`config.mk`:
```
export PLATFORM = sky130hd
export DESIGN_NAME = multi_cycle_control_unit_flat
export DESIGN_NICKNAME = d
export VERILOG_FILES = /design/src/rtl/multi_cycle_control_unit_pkg.sv /design/src/rtl/multi_cycle_control_unit_if.sv /design/src/rtl/multi_cycle_control_unit_control_output_decoder.sv /design/src/rtl/multi_cycle_control_unit.sv /design/src/flat_wrapper.sv
export SDC_FILE = /design/constraint.sdc
export NUM_CORES = 1
export LEC_CHECK = 0
export ABC_AREA = 1
export CORE_MARGIN = 4
export CORE_UTILIZATION = 30
export CTS_BUF_LIST = sky130_fd_sc_hd__clkbuf_16
export CTS_CLUSTER_SIZE = 8
export DETAILED_ROUTE_END_ITERATION = 16
export SLEW_MARGIN = 20
export SYNTH_ARGS = -nofsm -noshare
export SYNTH_HDL_FRONTEND = slang
export SYNTH_SLANG_ARGS = --single-unit
```
`constraint.sdc`:
```
create_clock -name clk -period 2.4 [get_ports clk]
set_clock_uncertainty 0.2 [all_clocks]
set_input_delay 0.36 -clock clk [delete_from_list [all_inputs] [get_ports clk]]
set_output_delay 0.36 -clock clk [all_outputs]
set_load 0.01 [all_outputs]
```
`src/rtl/multi_cycle_control_unit_pkg.sv`:
```
// -----------------------------------------------------------------------------
// multi_cycle_control_unit_pkg
// Shared definitions for the multi-cycle RV32I control unit:
//   - FSM state encodings (IF .. HALT)
//   - RV32I major opcodes consumed by the sequencer
//   - datapath mux-select / ALU-op encodings
//   - ctrl_t: the control bundle produced by the output decoder
//   - is_retire: tells whether a state transition retires an instruction
// -----------------------------------------------------------------------------
package multi_cycle_control_unit_pkg;

    localparam int STATE_WIDTH = 4;

    typedef enum logic [STATE_WIDTH-1:0] {
        S_IF     = 4'd0,
        S_ID     = 4'd1,
        S_EX     = 4'd2,
        S_WB_ALU = 4'd3,
        S_ADDR   = 4'd4,
        S_MEM_RD = 4'd5,
        S_MEM_WR = 4'd6,
        S_WB_MEM = 4'd7,
        S_BR     = 4'd8,
        S_JAL    = 4'd9,
        S_JALR   = 4'd10,
        S_HALT   = 4'd11
    } state_e;

    // RV32I major opcodes (IR[6:0])
    localparam logic [6:0] OP_LOAD      = 7'b0000011;
    localparam logic [6:0] OP_STORE     = 7'b0100011;
    localparam logic [6:0] OP_ARITH     = 7'b0110011;
    localparam logic [6:0] OP_ARITH_IMM = 7'b0010011;
    localparam logic [6:0] OP_BRANCH    = 7'b1100011;
    localparam logic [6:0] OP_JAL       = 7'b1101111;
    localparam logic [6:0] OP_JALR      = 7'b1100111;
    localparam logic [6:0] OP_ECALL     = 7'b1110011;

    // ALU operand A select
    localparam logic [1:0] SRC_A_PC     = 2'b00;
    localparam logic [1:0] SRC_A_OLD_PC = 2'b01;
    localparam logic [1:0] SRC_A_RS1    = 2'b10;

    // ALU operand B select
    localparam logic [1:0] SRC_B_RS2    = 2'b00;
    localparam logic [1:0] SRC_B_FOUR   = 2'b01;
    localparam logic [1:0] SRC_B_IMM    = 2'b10;

    // PC source select
    localparam logic [1:0] PC_SRC_ALU    = 2'b00;
    localparam logic [1:0] PC_SRC_ALUOUT = 2'b01;
    localparam logic [1:0] PC_SRC_JALR   = 2'b10;

    // ALU operation class
    localparam logic [1:0] ALU_OP_ADD   = 2'b00;
    localparam logic [1:0] ALU_OP_SUB   = 2'b01;
    localparam logic [1:0] ALU_OP_FUNCT = 2'b10;

    // Register-file write-data select
    localparam logic [1:0] WD_ALUOUT    = 2'b00;
    localparam logic [1:0] WD_MDR       = 2'b01;
    localparam logic [1:0] WD_PC        = 2'b10;

    typedef struct packed {
        logic       mem_read;
        logic       mem_write;
        logic       i_or_d;
        logic       ir_write;
        logic       pc_write;
        logic       pc_write_cond;
        logic [1:0] pc_source;
        logic [1:0] alu_src_a;
        logic [1:0] alu_src_b;
        logic [1:0] alu_op;
        logic       reg_write;
        logic [1:0] wd_sel;
        logic       is_halted;
    } ctrl_t;

    // An instruction retires when the FSM moves into IF or HALT from any
    // state other than IF (IF->IF is a fetch stall) or HALT (absorbing).
    function automatic logic is_retire(input state_e cur, input state_e nxt);
        logic to_end;
        logic from_body;
        to_end    = (nxt == S_IF) || (nxt == S_HALT);
        from_body = (cur != S_IF) && (cur != S_HALT);
        return to_end && from_body;
    endfunction

endpackage

```
`src/rtl/multi_cycle_control_unit_if.sv`:
```
// -----------------------------------------------------------------------------
// multi_cycle_control_unit_if
// Bundle between the control unit and the multi-cycle datapath/memory.
//   Datapath -> control : opcode, alu_bcond, mem_ready, is_halt_cond
//   Control -> datapath : memory request, IR/PC enables, mux selects, ALU op,
//                         register write, halt flag, retired-instruction count
// modport master : the control unit (drives the control signals)
// modport slave  : the datapath side
// -----------------------------------------------------------------------------
interface multi_cycle_control_unit_if #(
    parameter int CNT_WIDTH = 32
);
    logic [6:0]           opcode;
    logic                 alu_bcond;
    logic                 mem_ready;
    logic                 is_halt_cond;

    logic                 mem_read;
    logic                 mem_write;
    logic                 i_or_d;
    logic                 ir_write;
    logic                 pc_write;
    logic                 pc_write_cond;
    logic [1:0]           pc_source;
    logic [1:0]           alu_src_a;
    logic [1:0]           alu_src_b;
    logic [1:0]           alu_op;
    logic                 reg_write;
    logic [1:0]           wd_sel;
    logic                 is_halted;
    logic [CNT_WIDTH-1:0] instret;

    modport master (
        input  opcode, alu_bcond, mem_ready, is_halt_cond,
        output mem_read, mem_write, i_or_d, ir_write, pc_write, pc_write_cond,
               pc_source, alu_src_a, alu_src_b, alu_op, reg_write, wd_sel,
               is_halted, instret
    );

    modport slave (
        output opcode, alu_bcond, mem_ready, is_halt_cond,
        input  mem_read, mem_write, i_or_d, ir_write, pc_write, pc_write_cond,
               pc_source, alu_src_a, alu_src_b, alu_op, reg_write, wd_sel,
               is_halted, instret
    );
endinterface

```
`src/rtl/multi_cycle_control_unit_control_output_decoder.sv`:
```
// -----------------------------------------------------------------------------
// control_output_decoder
// Purely combinational: current FSM state (+ mem_ready, opcode) -> control bundle.
//   state_i     : current FSM state
//   mem_ready_i : memory handshake; gates ir_write/pc_write in IF
//   opcode_i    : selects ALU operand B in EX (register vs immediate form)
//   ctrl_o      : every datapath enable and mux select
// -----------------------------------------------------------------------------
module control_output_decoder
    import multi_cycle_control_unit_pkg::*;
(
    input  state_e     state_i,
    input  logic       mem_ready_i,
    input  logic [6:0] opcode_i,
    output ctrl_t      ctrl_o
);

    // State -> control bundle; anything not set for a state stays 0
    always_comb begin
        ctrl_o = '0;
        case (state_i)
            S_IF: begin
                ctrl_o.mem_read  = 1'b1;
                ctrl_o.i_or_d    = 1'b0;
                ctrl_o.alu_src_a = SRC_A_PC;
                ctrl_o.alu_src_b = SRC_B_FOUR;
                ctrl_o.alu_op    = ALU_OP_ADD;
                ctrl_o.pc_source = PC_SRC_ALU;
                // IR and PC only capture in the cycle the fetch completes
                if (mem_ready_i) begin
                    ctrl_o.ir_write = 1'b1;
                    ctrl_o.pc_write = 1'b1;
                end else begin
                    ctrl_o.ir_write = 1'b0;
                    ctrl_o.pc_write = 1'b0;
                end
            end
            S_ID: begin
                // Speculative branch/jump target: ALUOut <= old_pc + imm
                ctrl_o.alu_src_a = SRC_A_OLD_PC;
                ctrl_o.alu_src_b = SRC_B_IMM;
                ctrl_o.alu_op    = ALU_OP_ADD;
            end
            S_EX: begin
                ctrl_o.alu_src_a = SRC_A_RS1;
                if (opcode_i == OP_ARITH_IMM) begin
                    ctrl_o.alu_src_b = SRC_B_IMM;
                end else begin
                    ctrl_o.alu_src_b = SRC_B_RS2;
                end
                ctrl_o.alu_op    = ALU_OP_FUNCT;
            end
            S_WB_ALU: begin
                ctrl_o.reg_write = 1'b1;
                ctrl_o.wd_sel    = WD_ALUOUT;
            end
            S_ADDR: begin
                ctrl_o.alu_src_a = SRC_A_RS1;
                ctrl_o.alu_src_b = SRC_B_IMM;
                ctrl_o.alu_op    = ALU_OP_ADD;
            end
            S_MEM_RD: begin
                ctrl_o.mem_read = 1'b1;
                ctrl_o.i_or_d   = 1'b1;
            end
            S_MEM_WR: begin
                ctrl_o.mem_write = 1'b1;
                ctrl_o.i_or_d    = 1'b1;
            end
            S_WB_MEM: begin
                ctrl_o.reg_write = 1'b1;
                ctrl_o.wd_sel    = WD_MDR;
            end
            S_BR: begin
                // ALU compares rs1/rs2; datapath writes PC from ALUOut iff taken
                ctrl_o.alu_src_a     = SRC_A_RS1;
                ctrl_o.alu_src_b     = SRC_B_RS2;
                ctrl_o.alu_op        = ALU_OP_SUB;
                ctrl_o.pc_write_cond = 1'b1;
                ctrl_o.pc_source     = PC_SRC_ALUOUT;
            end
            S_JAL: begin
                ctrl_o.reg_write = 1'b1;
                ctrl_o.wd_sel    = WD_PC;
                ctrl_o.pc_write  = 1'b1;
                ctrl_o.pc_source = PC_SRC_ALUOUT;
            end
            S_JALR: begin
                ctrl_o.alu_src_a = SRC_A_RS1;
                ctrl_o.alu_src_b = SRC_B_IMM;
                ctrl_o.alu_op    = ALU_OP_ADD;
                ctrl_o.reg_write = 1'b1;
                ctrl_o.wd_sel    = WD_PC;
                ctrl_o.pc_write  = 1'b1;
                ctrl_o.pc_source = PC_SRC_JALR;
            end
            S_HALT: begin
                ctrl_o.is_halted = 1'b1;
            end
            default: begin
                ctrl_o = '0;
            end
        endcase
    end

endmodule

```
`src/rtl/multi_cycle_control_unit.sv`:
```
// -----------------------------------------------------------------------------
// multi_cycle_control_unit
// Sequencer for the shared multi-cycle RV32I datapath.
//   clk   : single clock, all state on posedge
//   reset : synchronous, active-high; forces every output to 0 while high
//   bus   : multi_cycle_control_unit_if.master (decoded opcode, branch
//           condition, memory handshake in; all enables/selects and the
//           retired-instruction counter out)
// State register, next-state logic and instret live here; the per-state
// control bundle comes from control_output_decoder.
// -----------------------------------------------------------------------------
module multi_cycle_control_unit
    import multi_cycle_control_unit_pkg::*;
#(
    parameter int CNT_WIDTH = 32
) (
    input  logic                        clk,
    input  logic                        reset,
    multi_cycle_control_unit_if.master  bus
);

    localparam logic [CNT_WIDTH-1:0] CNT_ONE = {{(CNT_WIDTH-1){1'b0}}, 1'b1};

    state_e               state_q;
    state_e               state_d;
    logic [CNT_WIDTH-1:0] instret_q;
    logic [CNT_WIDTH-1:0] instret_d;
    ctrl_t                ctrl_s;

    control_output_decoder u_decoder (
        .state_i     (state_q),
        .mem_ready_i (bus.mem_ready),
        .opcode_i    (bus.opcode),
        .ctrl_o      (ctrl_s)
    );

    // Next-state selection; mem_ready only matters in the three memory states
    always_comb begin
        state_d = state_q;
        case (state_q)
            S_IF: begin
                if (bus.mem_ready) begin
                    state_d = S_ID;
                end else begin
                    state_d = S_IF;
                end
            end
            S_ID: begin
                case (bus.opcode)
                    OP_ARITH, OP_ARITH_IMM: state_d = S_EX;
                    OP_LOAD, OP_STORE:      state_d = S_ADDR;
                    OP_BRANCH:              state_d = S_BR;
                    OP_JAL:                 state_d = S_JAL;
                    OP_JALR:                state_d = S_JALR;
                    OP_ECALL: begin
                        if (bus.is_halt_cond) begin
                            state_d = S_HALT;
                        end else begin
                            state_d = S_IF;
                        end
                    end
                    // Unknown opcodes retire as a NOP
                    default:                state_d = S_IF;
                endcase
            end
            S_EX:     state_d = S_WB_ALU;
            S_WB_ALU: state_d = S_IF;
            S_ADDR: begin
                if (bus.opcode == OP_LOAD) begin
                    state_d = S_MEM_RD;
                end else begin
                    state_d = S_MEM_WR;
                end
            end
            S_MEM_RD: begin
                if (bus.mem_ready) begin
                    state_d = S_WB_MEM;
                end else begin
                    state_d = S_MEM_RD;
                end
            end
            S_MEM_WR: begin
                if (bus.mem_ready) begin
                    state_d = S_IF;
                end else begin
                    state_d = S_MEM_WR;
                end
            end
            S_WB_MEM: state_d = S_IF;
            S_BR:     state_d = S_IF;
            S_JAL:    state_d = S_IF;
            S_JALR:   state_d = S_IF;
            S_HALT:   state_d = S_HALT;
            default:  state_d = S_IF;
        endcase
    end

    // Retire counter advances on the transition that completes an instruction
    always_comb begin
        if (is_retire(state_q, state_d)) begin
            instret_d = instret_q + CNT_ONE;
        end else begin
            instret_d = instret_q;
        end
    end

    // State and counter registers; reset abandons any in-flight instruction
    always_ff @(posedge clk) begin
        if (reset) begin
            state_q   <= S_IF;
            instret_q <= '0;
        end else begin
            state_q   <= state_d;
            instret_q <= instret_d;
        end
    end

    // Drive the interface; everything reads 0 while reset is asserted
    always_comb begin
        if (reset) begin
            bus.mem_read      = 1'b0;
            bus.mem_write     = 1'b0;
            bus.i_or_d        = 1'b0;
            bus.ir_write      = 1'b0;
            bus.pc_write      = 1'b0;
            bus.pc_write_cond = 1'b0;
            bus.pc_source     = 2'b00;
            bus.alu_src_a     = 2'b00;
            bus.alu_src_b     = 2'b00;
            bus.alu_op        = 2'b00;
            bus.reg_write     = 1'b0;
            bus.wd_sel        = 2'b00;
            bus.is_halted     = 1'b0;
            bus.instret       = '0;
        end else begin
            bus.mem_read      = ctrl_s.mem_read;
            bus.mem_write     = ctrl_s.mem_write;
            bus.i_or_d        = ctrl_s.i_or_d;
            bus.ir_write      = ctrl_s.ir_write;
            bus.pc_write      = ctrl_s.pc_write;
            bus.pc_write_cond = ctrl_s.pc_write_cond;
            bus.pc_source     = ctrl_s.pc_source;
            bus.alu_src_a     = ctrl_s.alu_src_a;
            bus.alu_src_b     = ctrl_s.alu_src_b;
            bus.alu_op        = ctrl_s.alu_op;
            bus.reg_write     = ctrl_s.reg_write;
            bus.wd_sel        = ctrl_s.wd_sel;
            bus.is_halted     = ctrl_s.is_halted;
            bus.instret       = instret_q;
        end
    end

endmodule

```
`src/flat_wrapper.sv`:
```
// flat-port wrapper written by rule: the top's interface ports become plain ports
module multi_cycle_control_unit_flat import multi_cycle_control_unit_pkg::*;
#(
    parameter int CNT_WIDTH = 32
)
  (clk, reset, bus_opcode, bus_alu_bcond, bus_mem_ready, bus_is_halt_cond, bus_mem_read, bus_mem_write, bus_i_or_d, bus_ir_write, bus_pc_write, bus_pc_write_cond, bus_pc_source, bus_alu_src_a, bus_alu_src_b, bus_alu_op, bus_reg_write, bus_wd_sel, bus_is_halted, bus_instret);
  multi_cycle_control_unit_if #(.CNT_WIDTH(CNT_WIDTH)) bus_i ();
  input  logic clk;
  input  logic reset;
  input wire logic [$bits(bus_i.opcode)-1:0] bus_opcode;
  input wire logic [$bits(bus_i.alu_bcond)-1:0] bus_alu_bcond;
  input wire logic [$bits(bus_i.mem_ready)-1:0] bus_mem_ready;
  input wire logic [$bits(bus_i.is_halt_cond)-1:0] bus_is_halt_cond;
  output wire logic [$bits(bus_i.mem_read)-1:0] bus_mem_read;
  output wire logic [$bits(bus_i.mem_write)-1:0] bus_mem_write;
  output wire logic [$bits(bus_i.i_or_d)-1:0] bus_i_or_d;
  output wire logic [$bits(bus_i.ir_write)-1:0] bus_ir_write;
  output wire logic [$bits(bus_i.pc_write)-1:0] bus_pc_write;
  output wire logic [$bits(bus_i.pc_write_cond)-1:0] bus_pc_write_cond;
  output wire logic [$bits(bus_i.pc_source)-1:0] bus_pc_source;
  output wire logic [$bits(bus_i.alu_src_a)-1:0] bus_alu_src_a;
  output wire logic [$bits(bus_i.alu_src_b)-1:0] bus_alu_src_b;
  output wire logic [$bits(bus_i.alu_op)-1:0] bus_alu_op;
  output wire logic [$bits(bus_i.reg_write)-1:0] bus_reg_write;
  output wire logic [$bits(bus_i.wd_sel)-1:0] bus_wd_sel;
  output wire logic [$bits(bus_i.is_halted)-1:0] bus_is_halted;
  output wire logic [$bits(bus_i.instret)-1:0] bus_instret;
  assign bus_i.opcode = bus_opcode;
  assign bus_i.alu_bcond = bus_alu_bcond;
  assign bus_i.mem_ready = bus_mem_ready;
  assign bus_i.is_halt_cond = bus_is_halt_cond;
  assign bus_mem_read = bus_i.mem_read;
  assign bus_mem_write = bus_i.mem_write;
  assign bus_i_or_d = bus_i.i_or_d;
  assign bus_ir_write = bus_i.ir_write;
  assign bus_pc_write = bus_i.pc_write;
  assign bus_pc_write_cond = bus_i.pc_write_cond;
  assign bus_pc_source = bus_i.pc_source;
  assign bus_alu_src_a = bus_i.alu_src_a;
  assign bus_alu_src_b = bus_i.alu_src_b;
  assign bus_alu_op = bus_i.alu_op;
  assign bus_reg_write = bus_i.reg_write;
  assign bus_wd_sel = bus_i.wd_sel;
  assign bus_is_halted = bus_i.is_halted;
  assign bus_instret = bus_i.instret;
  multi_cycle_control_unit #(.CNT_WIDTH(CNT_WIDTH)) u_core (.clk(clk), .reset(reset), .bus(bus_i));
endmodule
```
# After elaboration in Yosys (flattened, before gate mapping)
# Index checks and enable logic that the tools add are counted.
[totals]
register_bits = 36
inputBits = 12
out_inout_bits = 50
word_cells = 70
[classes]
n_addsub = 1
n_eq_ne = 21
mux = 33
reduce_logical = 13
[op_table]
columns = ["op", "n"]
rows = [
  ["32-bit by 1-bit adder with 32-bit output (second input constant)", 1],
  ["32-bit 2-to-1 mux", 1],
  ["6-bit case mux with 5 select lines", 1],
  ["7-bit == test (second input constant)", 4],
  ["4-bit case mux with 7 select lines", 1],
  ["4-bit case mux with 6 select lines", 1],
  ["4-bit == test (second input constant)", 5],
  ["2-bit 2-to-1 mux", 9],
  ["4-bit by 3-bit == test with 1-bit output (second input constant)", 4],
  ["1-bit 2-to-1 mux", 15],
  ["7-bit by 6-bit == test with 1-bit output (second input constant)", 2],
  ["2-bit OR reduction", 7],
  ["3-bit case mux with 3 select lines", 1],
  ["4-bit by 2-bit == test with 1-bit output (second input constant)", 2],
  ["4-bit zero test", 2],
  ["7-bit by 2-bit == test with 1-bit output (second input constant)", 1],
  ["7-bit by 5-bit == test with 1-bit output (second input constant)", 1],
  ["4-bit by 1-bit == test with 1-bit output (second input constant)", 1],
  ["4-bit 2-to-1 mux", 1],
  ["4-bit != test (second input constant)", 1],
  ["2-bit case mux with 2 select lines", 1],
  ["4-bit nonzero test", 1],
  ["3-bit 2-to-1 mux", 1],
  ["1-bit logical AND", 2],
  ["other kinds (2)", 2],
]

# Logic depth before layout (Yosys ltp)
# Gate-level depths: netlist of run 1.
[logic_depth]
ltp_word = 7
mapped_depth = 16
mapped_depth_nobuf = 15

# Hierarchy
# A second synthesis of run 1 with hierarchy kept.
[unflattened]
hier_cells = 551
area_unflattened_um2 = 2955.3
[by_module_without_submodules]
columns = ["mod", "n_inst", "cells_each", "area_each_um2", "seq_area_each_um2"]
rows = [
  ["multi_cycle_control_unit", 1, 501, 2738.9, 720.7],
  ["control_output_decoder", 1, 50, 216.5, 0.0],
]

# Worst setup path before layout of run 1
# No wires, ideal clock.
[synth_path]
kind = "flip-flop to flip-flop"
startpoint = "reg u_core.instret_q[0]"
endpoint = "reg u_core.instret_q[16]"
setup_time_ps = 64
t_arrival_ps = 1663
required_ps = 2136
path_slack_ps = 473
stages_incl_launch_ff = 13
path_buffers = 0
synth_period_minus_slack_ps = 1927
cell_sequence = "dfxtp_1 ha_1 nand2_1 nor2_1 nand2_1 nor2_1 nand3_1 nor2_1 inv_1 nor2_1 xor2_1 nor2_1 nor2_1"
[synth_between]
elab_chain_len = 1
[synth_lines]
columns = ["element", "line_no", "text"]
rows = [
  ["start: declaration", "multi_cycle_control_unit.sv:26", "logic [CNT_WIDTH-1:0] instret_q;"],
  ["start signal: assignment", "multi_cycle_control_unit.sv:114", "instret_q <= instret_d;"],
  ["32-bit by 1-bit adder with 32-bit output", "multi_cycle_control_unit.sv:101", "instret_d = instret_q + CNT_ONE;"],
]
# No other way between the ends.
# A chain may end at the register's enable or synchronous reset.

# Worst setup path in the final report of run 1
[layout_path]
startpoint = "reg u_core.state_q[2]"
endpoint = "out bus_is_halted"
[layout_between]
elab_chain_len = 3
[layout_lines]
columns = ["element", "line_no", "text"]
rows = [
  ["start: declaration", "multi_cycle_control_unit.sv:24", "state_e state_q;"],
  ["start signal: assignment", "multi_cycle_control_unit.sv:113", "state_q <= state_d;"],
  ["4-bit == test", "multi_cycle_control_unit_control_output_decoder.sv:21", "case (state_i)"],
  ["1-bit 2-to-1 mux", "multi_cycle_control_unit_control_output_decoder.sv:21", ""],
  ["1-bit 2-to-1 mux", "multi_cycle_control_unit.sv:120", "if (reset) begin"],
  ["end: declaration", "flat_wrapper.sv:26", "output wire logic [$bits(bus_i.is_halted)-1:0] bus_is_halted;"],
]
# No other way between the ends.

==> results.txt, run 1 <==
----------------------------------------------------
[Outcome]
  Outcome ... finished, final reports clean

[Floorplan]
  Boundary Pins ... 62
  Core Area ... 0.00868 mm²
  Die X ... 102 µm
  Die Height ... 102 µm
  Initial Util ... 30.8%
  Die area ... 0.0105 mm²
  Number of rows created at floorplan ... 34

[Timing]
  Number of endpoints failing setup at the final stage ... 0
  Max Fclk ... 438 MHz
  Worst setup margin ... 0.117 ns
  Hold violation count in the final report ... 0
  Setup repair after global routing missed its margin ... yes
  Headroom to the max-slew limit ... 69.5%
  Transition time of the tightest slew-check pin ... 0.455 ns
  Final Max Slew Viols ... 0
  Final Critical Period ... 2.28 ns
  Fin crit share ... 95.1%
  Setup TNS Final ... 0 ns

[Setup path]
  Family with the most delay on the worst path ... buffers and inverters
  CP Data Arrival Time ... 1.72 ns
  CP endpoint kind ... primary output
  Cell chain of the critical path ... inv_2 -> nand2_1 -> nor2_2 -> inv_1 -> nor2_1 -> clkdlybuf4s50_1
  Critical Path Source Type ... flip-flop
  Worst-case register-to-register setup slack ... 0.23 ns
  Buffering stage count on the worst path with inverters included ... 3
  Largest fanout on the critical path ... 6
  Critical Path RT ... 1.84 ns
  Launching point of the worst reg2reg path ... u_core.instret_q[0]
  Count of cells along the worst register-to-register path ... 12
  CP peak stage delay ... 0.54 ns
  Critical Path Source ... u_core.state_q[2]
  Reg2Reg Capture Point ... u_core.instret_q[16]
  Worst setup path endpoint ... bus_is_halted
  Critical path class ... reg2out
  Worst path slowest cell ... sky130_fd_sc_hd__clkdlybuf4s50_1
  Number of gates on the worst path with buffers counted ... 6

[Logic synthesis]
  Cell count after synthesis ... 478
  Portion of synthesized cell area occupied by the leading cell type ... 27.0%
  Part of the Yosys area used for sequential elements ... 27.0%
  Average size of a mapped cell ... 5.58 µm²
  Post-Synthesis Cell Area ... 0.00267 mm²
  Biggest area consumer among synthesized cells ... sky130_fd_sc_hd__dfxtp_1
  Syn_nets ... 491
  Synth area leaders ... sky130_fd_sc_hd__dfxtp_1 (27%), sky130_fd_sc_hd__nor2_1 (18%), sky130_fd_sc_hd__nand2_1 (14%)
  Netlist cell types ... 26
  Seq cells post-synth ... 36
  Yosys warnings ... 0

[Route]
  Via density per instance ... 4.67
  Avg WL per Cell ... 11.5 µm
  Antenna Violating Nets Remaining ... 0
  Total wire length after detailed routing ... 7.55 mm
  Detailed Route Iter0 Violations ... 112
  Initial DRT Pass Iterations ... 5
  Post-route DRC violation count ... 0
  Total number of vias ... 3065

[Placement]
  Estimated wirelength of the detail-placed design ... 5.84 mm
  Post-place instance area ... 0.00350 mm²
  Buffers added on ports ... 60
  Pre-CTS setup slack ... -0.184 ns
  Routability Congestion ... 0.848

[Layout]
  Final instance area ... 0.00367 mm²
  Final design utilization ... 42.3%
  Diodes inserted ... 0
  Share of post-route cells with drive strength above 1 ... 10.4%
  Synthesis-to-layout area growth ... 37.6%
  Number of nets in the finished design ... 561

[Clock tree]
  Worst skew pair latency ... 0.28 ns
  Clock buffer depth ... 2
  Post-CTS Repair Setup Buffers ... 0
  Clock tree from TritonCTS ... yes
  Clock sink count ... 36
  Number of CTS-inserted buffers ... 5
  Root Buffer ... sky130_fd_sc_hd__clkbuf_16
  Deepest level of the CTS H-tree ... 2
  Clock input transition at the sequential cells of the worst setup and hold paths ... 0.06 ns

[Power]
  Power density normalized to cell area ... 408 mW/mm²
  Standby leakage power ... 1.60 nW
  Worst IR Drop VDD ... 0.223 mV
  Overall power ... 1.50 mW

[Job]
  Max_cap viols ... 0

[GRT]
  GRT Residual Overflow ... 0
  First-pass GRT wire length ... 12.9 mm
  Largest net degree at the start of global routing ... 29
  Initial antenna violation count ... 0
  Overall Global Routing Usage ... 14.9%
  Vias in the first global route ... 2863

[Hold path]
  Class of the most critical hold timing path ... reg2reg

----------------------------------------------------
worst min-delay path, stage by stage, from the launching register on:
cell,delay (ns)
sky130_fd_sc_hd__dfxtp_1,0.31
sky130_fd_sc_hd__nand3_1,0.08
sky130_fd_sc_hd__nand2_1,0.05
sky130_fd_sc_hd__nor2_1,0.07
registers in the layout (all words and copies together) (netlist names):
name	count
u_core.instret_q	32
u_core.state_q	4
synthesized netlist by cell type:
library cell,number
sky130_fd_sc_hd__nand4_1,15
sky130_fd_sc_hd__a31oi_1,1
sky130_fd_sc_hd__nor3_2,1
sky130_fd_sc_hd__buf_2,4
sky130_fd_sc_hd__nand2_1,102
sky130_fd_sc_hd__nand3_1,40
sky130_fd_sc_hd__nor3_1,19
sky130_fd_sc_hd__inv_1,57
sky130_fd_sc_hd__dfxtp_1,36
sky130_fd_sc_hd__ha_1,1
sky130_fd_sc_hd__buf_1,4
sky130_fd_sc_hd__clkbuf_1,5
sky130_fd_sc_hd__a21oi_1,25
sky130_fd_sc_hd__nand3b_1,1
sky130_fd_sc_hd__buf_6,1
sky130_fd_sc_hd__nor2_1,126
sky130_fd_sc_hd__nor4_1,2
sky130_fd_sc_hd__nand2_2,4
sky130_fd_sc_hd__nor2_4,1
sky130_fd_sc_hd__buf_4,2
sky130_fd_sc_hd__xor2_1,12
sky130_fd_sc_hd__inv_2,9
sky130_fd_sc_hd__o21ai_1,4
sky130_fd_sc_hd__nor2_2,2
sky130_fd_sc_hd__nor3b_2,1
sky130_fd_sc_hd__o21ai_0,3
through the flow:
stage / cells / hold WS (ns)
3_5_place_dp: 649 / 0.321
4_1_cts: 657 / 0.332
3_3_place_gp: 649 / 0.309
6_report: 657 / 0.334
5_1_grt: 657 / 0.357
2_1_floorplan: 478 / 0.296
cells by family (layout without fill, tap and decap cells):
| family | count (synthesis) | in the layout | share of synthesized area [%] |
|---|---|---|---|
| xor+xnor | 12 | 12 | 3.94 |
| simple gates | 314 | 314 | 50.1 |
| flops | 36 | 36 | 27.0 |
| fa+ha+maj | 1 | 1 | 0.469 |
| buf+inv | 82 | 153 | 12.3 |
| compound gates | 33 | 33 | 6.24 |
what timing repair did:
action,CTS,global route
gates resized for setup,5,16
gates cloned,0,0
hold buffers,0,0
pin swaps,1,1
endpoints found under the setup margin,4,35
layer usage:
layer	global-route usage [%]	routed length [µm]	vias up
met4	3.43	56	0
li1	-	-	1635
met3	3.14	351	4
met1	20.1	3680	1362
met2	24.5	3460	64
met5	0	0	-
placed cells by master, fill, tap and decap left out, types with 2 or more instances in the layout:
cell type and n:
sky130_fd_sc_hd__o21ai_0 3, sky130_fd_sc_hd__dfxtp_1 34, sky130_fd_sc_hd__nand2_2 4, sky130_fd_sc_hd__inv_2 9, sky130_fd_sc_hd__nor3_1 19, sky130_fd_sc_hd__dlymetal6s2s_1 3, sky130_fd_sc_hd__o21ai_1 4, sky130_fd_sc_hd__buf_12 3
sky130_fd_sc_hd__clkbuf_16 5, sky130_fd_sc_hd__nand2_1 102, sky130_fd_sc_hd__nor2_1 118, sky130_fd_sc_hd__nand4_1 15, sky130_fd_sc_hd__xor2_1 12, sky130_fd_sc_hd__inv_1 57, sky130_fd_sc_hd__clkinv_2 2, sky130_fd_sc_hd__dfxtp_2 2
sky130_fd_sc_hd__dlygate4sd2_1 3, sky130_fd_sc_hd__a21oi_1 25, sky130_fd_sc_hd__nor2_2 10, sky130_fd_sc_hd__clkdlybuf4s50_1 52, sky130_fd_sc_hd__buf_4 16, sky130_fd_sc_hd__nor4_1 2, sky130_fd_sc_hd__nand3_1 39
final cells by class:
type,instances,area [µm²]
clock inverters,3,13.8
multi-input cells,360,1650
fillers,985,5010
flip-flops and latches,36,723
repair buffers,79,774
inverters,66,248
well taps,108,135
clock buffers,5,125
how the worst min path moves through the flow:
stage / depth (start not counted) / from / slack [ns] / endpoint
after floorplan: 2 / u_core.instret_q[17] / 0.30 / u_core.instret_q[17]
after global placement: 2 / u_core.instret_q[27] / 0.31 / u_core.instret_q[27]
after detailed placement: 2 / u_core.instret_q[17] / 0.32 / u_core.instret_q[17]
after CTS: 2 / u_core.instret_q[17] / 0.33 / u_core.instret_q[17]
after global routing: 2 / u_core.instret_q[29] / 0.36 / u_core.instret_q[29]
final: 3 / u_core.instret_q[31] / 0.33 / u_core.instret_q[31]
report_power, final:
| group | total, mW | leakage [nW] | switching (mW) | internal, mW |
|---|---|---|---|---|
| registers | 0.629 | 0.292 | 0.0161 | 0.613 |
| clock network | 0.624 | 0.0710 | 0.247 | 0.377 |
| logic | 0.246 | 1.24 | 0.141 | 0.105 |
Note: power is estimated with default switching activity, not from simulation.
==> run 2, diff against run 1 <==
--- a/config.mk
+++ b/config.mk
@@ -9,8 +9,8 @@
 export CORE_MARGIN = 4
 export CORE_UTILIZATION = 30
 export CTS_BUF_LIST = sky130_fd_sc_hd__clkbuf_16
-export CTS_CLUSTER_SIZE = 8
 export DETAILED_ROUTE_END_ITERATION = 16
+export HOLD_SLACK_MARGIN = 0.1
 export SLEW_MARGIN = 20
 export SYNTH_ARGS = -nofsm -noshare
 export SYNTH_HDL_FRONTEND = slang
==> results of run 2 <==
Final layout, timing and power as in run 1 (identical DEF).
==> run 3, diff against run 2 <==
--- a/config.mk
+++ b/config.mk
@@ -5,7 +5,6 @@
 export SDC_FILE = /design/constraint.sdc
 export NUM_CORES = 1
 export LEC_CHECK = 0
-export ABC_AREA = 1
 export CORE_MARGIN = 4
 export CORE_UTILIZATION = 30
 export CTS_BUF_LIST = sky130_fd_sc_hd__clkbuf_16
==> run 3 against run 2 <==
Net effect: the run now ends with negative setup slack left; critical path depth rose by 3; final area rose by 16%; hold slack lost 0.068 ns; fmax fell by 12%; register-to-register slack got worse by 0.43 ns; combinational power grew 35%; global-route usage increased by 2.0 points; via count down 2.5%; critical endpoint is now u_core.instret_q[29].
==> results.txt, run 3 <==
----------------------------------------------------
[Outcome]
  Outcome ... finished with violations
  Violated checks ... negative setup slack

[Power]
  Overall power ... 1.57 mW (+4.9%)
  Power density normalized to cell area ... 370 mW/mm² (-9.4%)
  Standby leakage power ... 1.67 nW (+4.2%)
  P_int ... 1.14 mW (+4.4%)
  Clock group share of total power ... 40.4% (-1.2 points)
  Sequential fraction of design power ... 38.5% (-3.5 points)
  Worst IR Drop VDD ... 0.251 mV (+12%)
  Comb power frac ... 21.0% (+4.6 points)
  Switching share of power ... 27.4% (+0.41 points)
  Switching pwr ... 0.431 mW (+6.5%)

[Clock tree]
  Root Buffer ... sky130_fd_sc_hd__clkbuf_16
  Clock input transition at the sequential cells of the worst setup and hold paths ... 0.05 ns (about the same)
  Worst skew pair latency ... 0.28 ns (about the same)
  Number of CTS-inserted buffers ... 5 (unchanged)
  Deepest level of the CTS H-tree ... 2 (unchanged)
  Clock tree from TritonCTS ... yes
  Number of buffers inserted by hold repair at cts ... 0 (unchanged)
  Clock buffer depth ... 2 (unchanged)
  Clock sink count ... 36 (unchanged)

[Setup path]
  Critical Path Source Type ... flip-flop
  Critical Path RT ... 2.42 ns (+0.58 ns)
  Count of cells along the worst register-to-register path ... 9 (-3)
  Largest fanout on the critical path ... 7 (+1)
  Launching point of the worst reg2reg path ... u_core.state_q[3]
  Reg2Reg Capture Point ... u_core.instret_q[29]
  Worst-case register-to-register setup slack ... -0.20 ns (-0.43 ns)
  Critical path class ... reg2reg
  CP endpoint kind ... flip-flop
  CP Data Arrival Time ... 2.61 ns (+0.89 ns)

[Layout]
  Final instance area ... 0.00425 mm² (+16%)
  Diodes inserted ... 0 (unchanged)
  Number of nets in the finished design ... 475 (-15%)
  Most used cells in the layout excluding fill and tap cells ... sky130_fd_sc_hd__buf_4 (69), sky130_fd_sc_hd__clkdlybuf4s50_1 (34), sky130_fd_sc_hd__nor2b_1 (33), sky130_fd_sc_hd__dfxtp_1 (32), sky130_fd_sc_hd__nor2_1 (28)
  Largest register by flop count ... u_core.instret_q
  Share of post-route cells with drive strength above 1 ... 36.9% (+27 points)
  Final design utilization ... 54.4% (+12 points)
  FILL cells ... 710 (-28%)
  Synthesis-to-layout area growth ... 73.8%
  Most common library cell in the layout ignoring fill and taps ... sky130_fd_sc_hd__buf_4
  Flip-flop count of the largest register, all copies and words added ... 32 (unchanged)
  Registers with the most flip-flops ... u_core.instret_q x32, u_core.state_q x4

[Floorplan]
  Core Area ... 0.00781 mm² (-10%)
  Die area ... 0.00966 mm² (-7.7%)
  Initial Util ... 31.3% (+0.58 points)
  Number of rows created at floorplan ... 32 (-5.9%)
  Boundary Pins ... 62 (unchanged)
  Die Height ... 98.3 µm (-3.9%)
  Die X ... 98.3 µm (-3.9%)

[Hold path]
  Hold path cells ... 3 (unchanged)
  Hold Startpoint ... reset
  Class of the most critical hold timing path ... in2reg
  Endpoint of the worst hold-timing path ... u_core.state_q[0]

[Route]
  Antenna Violating Nets Remaining ... 0 (unchanged)
  Total wire length after detailed routing ... 8.57 mm (+14%)
  Avg WL per Cell ... 15.2 µm (+32%)
  Via density per instance ... 5.29 (+13%)
  Total number of vias ... 2989 (-2.5%)
  Detailed Route Iter0 Violations ... 173 (+54%)
  Initial DRT Pass Iterations ... 4 (-1)
  Post-route DRC violation count ... 0 (unchanged)

[GRT]
  Largest net degree at the start of global routing ... 52 (+79%)
  Initial antenna violation count ... 0 (unchanged)
  Vias in the first global route ... 2880 (+0.59%)
  Overall Global Routing Usage ... 17.0% (+2.0 points)
  First-pass GRT wire length ... 13.7 mm (+6.6%)
  GRT Residual Overflow ... 0 (unchanged)

[Placement]
  Post-place instance area ... 0.00358 mm² (+2.3%)
  Buffers added on ports ... 60 (unchanged)
  Routability Congestion ... 0.881 (+4.0%)
  Estimated wirelength of the detail-placed design ... 5.37 mm (-8.1%)

[Logic synthesis]
  Part of the Yosys area used for sequential elements ... 29.5% (+2.5 points)
  Yosys warnings ... 0 (unchanged)
  Synth area leaders ... sky130_fd_sc_hd__dfxtp_1 (29%), sky130_fd_sc_hd__nor2b_1 (8.4%), sky130_fd_sc_hd__a21oi_1 (6.5%)
  Cell count after synthesis ... 331 (-31%)
  Biggest area consumer among synthesized cells ... sky130_fd_sc_hd__dfxtp_1
  Syn_nets ... 344 (-30%)
  Library cell with the highest instance count after synthesis ... sky130_fd_sc_hd__dfxtp_1
  Number of flops mapped to enable cells by yosys ... 0 (unchanged)
  Post-Synthesis Cell Area ... 0.00245 mm² (-8.3%)
  Average size of a mapped cell ... 7.39 µm² (+32%)
  Most common flop cell mapped by yosys ... sky130_fd_sc_hd__dfxtp_1
  Synth top cells by count ... sky130_fd_sc_hd__dfxtp_1 (36), sky130_fd_sc_hd__nor2b_1 (33), sky130_fd_sc_hd__a21oi_1 (32)
  Portion of synthesized cell area occupied by the leading cell type ... 29.5% (+2.5 points)
  Netlist cell types ... 48 (+85%)
  Seq cells post-synth ... 36 (unchanged)
  Share of flip-flops with an asynchronous set or reset ... 0% (unchanged)

[Timing]
  Fin crit share ... 108% (+13 points)
  Worst setup margin ... -0.199 ns (-0.317 ns)
  Max Fclk ... 385 MHz (-12%)
  Final Max Slew Viols ... 0 (unchanged)
  Number of endpoints failing setup at the final stage ... 31 (+31)
  Transition time of the tightest slew-check pin ... 0.330 ns (-0.125 ns)
  Headroom to the max-slew limit ... 77.6% (+8.1 points)
  Hold violation count in the final report ... 0 (unchanged)
  Final Critical Period ... 2.60 ns (+0.317 ns)
  Setup repair after global routing missed its margin ... yes

[Job]
  Max_cap viols ... 0 (unchanged)

----------------------------------------------------
run 3: kinds of logic after synthesis:
family | synth area share (%)
and+or+nand+nor | 40.5
AOI/OAI and AO/OA | 18.9
DFF | 29.5
buffers and inverters | 6.24
muxes | 3.73
xor gates and xnor gates | 0.716
adders and majority gates | 0.511
run 3: worst max-delay path by stage:
stage	from	endpoint	slack [ns]	depth (start not counted)
2_1_floorplan	bus_opcode[2]	u_core.instret_q[6]	0.02	10
3_5_place_dp	bus_opcode[2]	u_core.instret_q[4]	-0.70	10
6_report	u_core.state_q[3]	u_core.instret_q[29]	-0.20	9
4_1_cts	u_core.state_q[1]	u_core.instret_q[16]	-0.11	9
3_3_place_gp	bus_opcode[2]	u_core.instret_q[23]	-0.60	9
5_1_grt	u_core.state_q[3]	u_core.instret_q[29]	-0.30	9
run 3: metrics by stage:
step	cells	hold WS (ns)	TNS (ns)	worst slack, ns
2_1_floorplan	331	0.256	0	0.0159
3_3_place_gp	533	0.272	-16.46	-0.596
3_5_place_dp	533	0.282	-19.40	-0.699
4_1_cts	561	0.259	-2.02	-0.107
5_1_grt	565	0.274	-6.28	-0.295
6_report	565	0.266	-3.19	-0.199
run 3: power by group through the flow:
stage	combinational (mW)	sequential [mW]	clock (mW)
after floorplan	0.113	0.618	0
after CTS	0.313	0.605	0.642
final	0.331	0.606	0.636
after global routing	0.354	0.607	0.668
after detailed placement	0.222	0.620	0
after global placement	0.220	0.620	0
run 3: timing repair:
item | CTS | global route
setup endpoints to repair | 48 | 37
pin swaps | 21 | 39
gates resized for setup | 84 | 56
gates cloned | 4 | 0
buffers inserted | 16 | 6
run 3: critical path, cell delays in order, from the launching register on:
cell and delay, ns:
sky130_fd_sc_hd__dfxtp_2 0.34, sky130_fd_sc_hd__buf_4 0.14, sky130_fd_sc_hd__nor2_2 0.12, sky130_fd_sc_hd__nand3_2 0.13, sky130_fd_sc_hd__nor4_4 0.32, sky130_fd_sc_hd__o32a_1 0.29
sky130_fd_sc_hd__mux2i_4 0.16, sky130_fd_sc_hd__buf_12 0.17, sky130_fd_sc_hd__or4_4 0.52, sky130_fd_sc_hd__a21oi_2 0.15
run 3: area by class of cell:
| type | count | area (µm²) | area share (%) |
|---|---|---|---|
| multi-input combinational | 264 | 1880 | 44.3 |
| timing repair buffer | 149 | 1340 | 31.6 |
| sequential | 36 | 733 | 17.3 |
| tap | 102 | 128 | 3.00 |
| clock buffer | 5 | 125 | 2.94 |
| inverter | 6 | 22.5 | 0.530 |
| clock inverter | 3 | 13.8 | 0.324 |
run 3: per-layer routing:
layer	part of all wire, %	up-vias	GRT usage (%)
met5	0	-	0
met4	1.7	0	4.20
met3	3.8	14	3.50
met2	50	61	28.9
met1	44	1436	21.9
li1	-	1478	-
==> patch 1: new RTL, config.mk and constraints of run 1 <==
Encoding of `state_e`: now one-hot (12 bits for 12 states).
--- a/src/rtl/multi_cycle_control_unit_pkg.sv
+++ b/src/rtl/multi_cycle_control_unit_pkg.sv
@@ -11,19 +11,19 @@
 
     localparam int STATE_WIDTH = 4;
 
-    typedef enum logic [STATE_WIDTH-1:0] {
-        S_IF     = 4'd0,
-        S_ID     = 4'd1,
-        S_EX     = 4'd2,
-        S_WB_ALU = 4'd3,
-        S_ADDR   = 4'd4,
-        S_MEM_RD = 4'd5,
-        S_MEM_WR = 4'd6,
-        S_WB_MEM = 4'd7,
-        S_BR     = 4'd8,
-        S_JAL    = 4'd9,
-        S_JALR   = 4'd10,
-        S_HALT   = 4'd11
+    typedef enum logic [11:0] {
+        S_IF     = 12'b000000000001,
+        S_ID     = 12'b000000000010,
+        S_EX     = 12'b000000000100,
+        S_WB_ALU = 12'b000000001000,
+        S_ADDR   = 12'b000000010000,
+        S_MEM_RD = 12'b000000100000,
+        S_MEM_WR = 12'b000001000000,
+        S_WB_MEM = 12'b000010000000,
+        S_BR     = 12'b000100000000,
+        S_JAL    = 12'b001000000000,
+        S_JALR   = 12'b010000000000,
+        S_HALT   = 12'b100000000000
     } state_e;
 
     // RV32I major opcodes (IR[6:0])
Function: same outputs for any inputs over 10 cycles, from zero or initial values and one cycle with reset high; not proved beyond that.
==> patch 1 against run 1 <==
Sequential cell count grew 8. Area after synthesis rose by 10%. Total power grew 14%. Sequential share of layout area rose by 2.0 points. Routed wire length up 14%. Largest cell class unchanged. Design area is 11% higher. Worst setup slack worse by 0.047 ns. Critical path depth is 1 higher. Non-clock buffer count rose by 17. Highest routed layer unchanged. Global-route usage up 0.052 points. Critical path type unchanged.
==> patch 1: results (changes against run 1) <==
stage,metric,value,unit,change
worst_hold_path,Hold EP,u_core.instret_q[29]$_SDFFE_PP0P_,,
power_and_ir_drop,Peak VDD IR,0.2204,mV,-1.4%
cells_and_area,cell area after layout,4068,µm²,+11%
synth,Synth Area in Compound Gates,0.06085,,-0.001502
cells_and_area,share of cells above drive strength 1,0.1362,,+0.03239
synth,adder-cell share of the synthesized area,0.004255,,-0.0004329
cts,Setup Buffers After CTS,5,,+5
cells_and_area,Regs by FF count,"u_core.instret_q (32), u_core.state_q (12)",,
status,outcome,"finished, final reports clean",,
synth,Post-synth top cells,"nor2_1, nand2_1, inv_1",,
power_and_ir_drop,Clock Power Share,0.380,,-0.036
sta,hold slack,0.2875,ns,-0.04663 ns
synth,post-synthesis xor/xnor area fraction,0,,-0.03938
detailed_routing,wl on met1,3980,µm,+8.1%
global_route,GRT met1 Usage,0.1884,,-0.01294
detailed_routing,Routed met3 length,255,µm,-27%
detailed_routing,Iteration-0 DRC Markers,168,,+50%
setup_path,"Slowest-stage cell, CP",dfxtp_1,,
setup_path,Critical Path Max Stage Delay,0.32,ns,-0.22 ns
power_and_ir_drop,combinational cell power,0.000315,W,+28%
placed_design,Post-DP Area,3856,µm²,+10%
setup_path,Crit path max-delay family,simple AND/OR/NAND/NOR gates,,
synth,distinct cell type count after synthesis,32,,+23%
synth,cell count after synthesis,515,,+7.7%
cells_and_area,Layout area overhead,38.34,%,
synth,synth top area cells,"dfxtp_1, nor2_1, nand2_1, inv_1, nand3_1",,
detailed_routing,Pre-Repair DR Iteration Count,4,,-1
placed_design,RePlAce Congestion,0.9260,,+9.2%
global_route,GRT Resource Usage Total,0.1500,,+0.0005170
placed_design,Post-Place Worst Slack,-0.3551,ns,-0.1710 ns
worst_hold_path,Hold Crit Start,u_core.instret_q[29]$_SDFFE_PP0P_,,
cells_and_area,Layout non-clock buf frac,0.2110,,about the same
cells_and_area,Nets,615,,+9.6%
synth,post-synthesis sequential area ratio,0.2996,,+0.02953
cells_and_area,fin cells,731,,+11%
sta,Least-Margin Pin Slew,0.4373,ns,-0.01737 ns
global_route,global-route wire length before repair,14390,µm,+12%
global_route,vias in the first global route,3223,,+13%
cts,post_cts resized,31,,+26
power_and_ir_drop,Logic pwr share,0.184,,+0.020
placed_design,DPL Wire Length,6634,µm,+14%
-- patch 1: worst max-delay path by stage --
| stage | start | cells past startpoint | slack, ns | to |
|---|---|---|---|---|
| final | u_core.state_q[1]$_SDFF_PP0_ | 7 | 0.07 | bus_pc_source[0] |
| after global routing | u_core.state_q[9]$_SDFF_PP0_ | 9 | -0.05 | bus_alu_src_b[1] |
| after CTS | u_core.state_q[9]$_SDFF_PP0_ | 10 | -0.04 | bus_alu_src_b[1] |
| after detailed placement | bus_opcode[0] | 10 | -0.36 | bus_alu_src_b[1] |
| after global placement | bus_opcode[1] | 10 | -0.29 | bus_alu_src_b[1] |
| after floorplan | u_core.state_q[5]$_SDFF_PP0_ | 7 | 0.48 | bus_pc_write |
-- patch 1: tightest hold or removal path: stages (launching register included) --
cell and delay, ns:
dfxtp_1 0.32, nand2_1 0.06, a21oi_1 0.05
-- patch 1: cells by family after synthesis --
group / after synthesis
and+or+nand+nor: 343
AOI/OAI and AO/OA: 34
DFF: 44
buffers and inverters: 93
adders and majority gates: 1
==> patch 2: new RTL, flow settings as in run 1 <==
Without the edit above. `CNT_WIDTH` is set to 32 in 3 places; all go to 64.
--- a/src/rtl/multi_cycle_control_unit_if.sv
+++ b/src/rtl/multi_cycle_control_unit_if.sv
@@ -8,7 +8,7 @@
 // modport slave  : the datapath side
 // -----------------------------------------------------------------------------
 interface multi_cycle_control_unit_if #(
-    parameter int CNT_WIDTH = 32
+    parameter int CNT_WIDTH = 64
 );
     logic [6:0]           opcode;
     logic                 alu_bcond;
--- a/src/rtl/multi_cycle_control_unit.sv
+++ b/src/rtl/multi_cycle_control_unit.sv
@@ -12,7 +12,7 @@
 module multi_cycle_control_unit
     import multi_cycle_control_unit_pkg::*;
 #(
-    parameter int CNT_WIDTH = 32
+    parameter int CNT_WIDTH = 64
 ) (
     input  logic                        clk,
     input  logic                        reset,
--- a/src/flat_wrapper.sv
+++ b/src/flat_wrapper.sv
@@ -1,7 +1,7 @@
 // flat-port wrapper written by rule: the top's interface ports become plain ports
 module multi_cycle_control_unit_flat import multi_cycle_control_unit_pkg::*;
 #(
-    parameter int CNT_WIDTH = 32
+    parameter int CNT_WIDTH = 64
 )
   (clk, reset, bus_opcode, bus_alu_bcond, bus_mem_ready, bus_is_halt_cond, bus_mem_read, bus_mem_write, bus_i_or_d, bus_ir_write, bus_pc_write, bus_pc_write_cond, bus_pc_source, bus_alu_src_a, bus_alu_src_b, bus_alu_op, bus_reg_write, bus_wd_sel, bus_is_halted, bus_instret);
   multi_cycle_control_unit_if #(.CNT_WIDTH(CNT_WIDTH)) bus_i ();
Ports: changed (resized bus_instret); port bits go from 62 to 94. The function was not compared with the original's and may differ.
==> patch 2 against run 1 <==
Area after synthesis rose by 82%. Via count rose by 82%. Die area rose by 75%. Design area up 84%. Routed wire length grew 100%. Sequential cell count rose by 32. Count of clock-buffer cells in the layout rose by 4. Utilization grew 0.28 points. Worst setup slack worse by 0.048 ns. Total power increased by 78%. Fmax is 2.1% lower.
==> patch 2: results (changes against run 1) <==
stage,metric,value,unit,change
cts,CTS H-tree depth,3,,+1
worst_hold_path,HP Class,input port to flip-flop,,
placed_design,Post-Place Worst Slack,-0.2474,ns,-0.06324 ns
global_route,vias in the first global route,5232,,+83%
synth,Post-synth top cells,"nor2_1, nand2_1, inv_1",,
cells_and_area,share of cells above drive strength 1,0.1340,,+0.03019
cts,CTS Buf Count,9,,+4
synth,Syn Area/Cell,5.664,µm²,+1.4%
global_route,global-route wire length before repair,24580,µm,+91%
cts,clk_lat worst skew,0.35,ns,+0.07 ns
cts,Max clock buf depth,2,,unchanged
placed_design,DPL Wire Length,11170,µm,+91%
global_route,GRT Resource Usage Total,0.1656,,+0.01618
cells_and_area,Nets,994,,+77%
setup_path,CP Max Fanout,7,,+1
setup_path,Critical Path AT,1.77,ns,+0.05 ns
synth,distinct cell type count after synthesis,27,,+3.8%
global_route,largest net degree at the start of global routing,51,,+76%
power_and_ir_drop,Peak VDD IR,0.3810,mV,+71%
placed_design,RePlAce Congestion,0.8681,,+2.4%
status,outcome,"finished, final reports clean",,
setup_path,worst r2r src,u_core.instret_q[1]$_SDFFE_PP0P_,,
synth,Syn Nets,871,,+77%
setup_path,slack of the worst reg-to-reg path,0.18,ns,-0.05 ns
worst_hold_path,Hold Crit Start,reset,,
synth,synth top area cells,"dfxtp_1, nor2_1, nand2_1, inv_1, nand3_1",,
worst_hold_path,Hold EP,u_core.state_q[1]$_SDFF_PP0_,,
cells_and_area,number of fill cells in the layout,1755,,+78%
synth,synthesis warning total,0,,unchanged
detailed_routing,Vias/cell,4.652,,-0.28%
cells_and_area,Regs by FF count,"u_core.instret_q (64), u_core.state_q (4)",,
sta,Least-Margin Pin Slew,0.5761,ns,+0.1214 ns
placed_design,PortBufs,92,,+53%
detailed_routing,Iteration-0 DRC Markers,317,,+180%
## patch 2: metal layers
| layer | GRT usage | wire [µm] |
|---|---|---|
| met3 | 0.04346 | 776 |
| met4 | 0.05319 | 247 |
| met1 | 0.2115 | 6928 |
| met5 | 0 | 0 |
| met2 | 0.2730 | 7233 |
## patch 2: worst max-delay path, stage by stage, from the launching register on
cell and delay [ns]:
dfxtp_1 0.30, inv_2 0.10, nand2_2 0.13, nor2_2 0.16, inv_2 0.08, nor2_1 0.09
clkdlybuf4s50_1 0.56
## patch 2: worst max path at each step
| stage | cells after the start | slack, ns | end |
|---|---|---|---|
| finish | 6 | 0.07 | bus_is_halted |
| global route | 13 | -0.02 | u_core.instret_q[63]$_SDFFE_PP0P_ |
| CTS | 9 | -0.03 | bus_alu_src_b[1] |
| detailed placement | 8 | -0.25 | bus_alu_src_b[1] |
| global placement | 8 | -0.23 | bus_alu_src_b[1] |
| floorplan | 12 | 0.35 | u_core.instret_q[54]$_SDFFE_PP0P_ |
## patch 2: metrics by stage
stage / instance area [µm²] / std cells / hold slack [ns]
floorplan: 4860 / 858 / 0.2743
global placement: 6286 / 1180 / 0.2931
detailed placement: 6286 / 1180 / 0.3029
CTS: 6554 / 1195 / 0.2790
global route: 6764 / 1201 / 0.2863
finish: 6764 / 1201 / 0.2813
## patch 2: cell type report
type                       count  area [µm²]  share of cell area
sequential                    68        1371              0.2027
tap                          216       270.3             0.03996
inverter                     130       488.0             0.07214
clock buffer                   9       225.2             0.03330
clock inverter                 6       25.02            0.003700
timing repair buffer         140        1391              0.2057
multi-input combinational    632        2993              0.4425
## patch 2: kinds of logic (layout without fill, tap and decap cells)
kind of cell,Yosys count,in the layout,synth area share
xor gates and xnor gates,20,20,0.03605
DFF,68,68,0.2801
adders and majority gates,1,1,0.002574
AOI/OAI and AO/OA,54,54,0.05638
and+or+nand+nor,557,557,0.4936
buffers and inverters,158,285,0.1313
## patch 2: what timing repair did
| action | in CTS | in global routing |
|---|---|---|
| gates resized for setup | 8 | 52 |
| pin swaps | 1 | 14 |
| cloned | 0 | 1 |
| buffers inserted | 0 | 5 |
| hold endpoints to repair | 0 | 0 |
| endpoints found under the setup margin | 7 | 67 |
## patch 2: power breakdown
part           internal, W  switching (W)
Sequential         0.00114      0.0000103
Clock             0.000674       0.000506
Combinational     0.000135       0.000203
Total              0.00195       0.000720
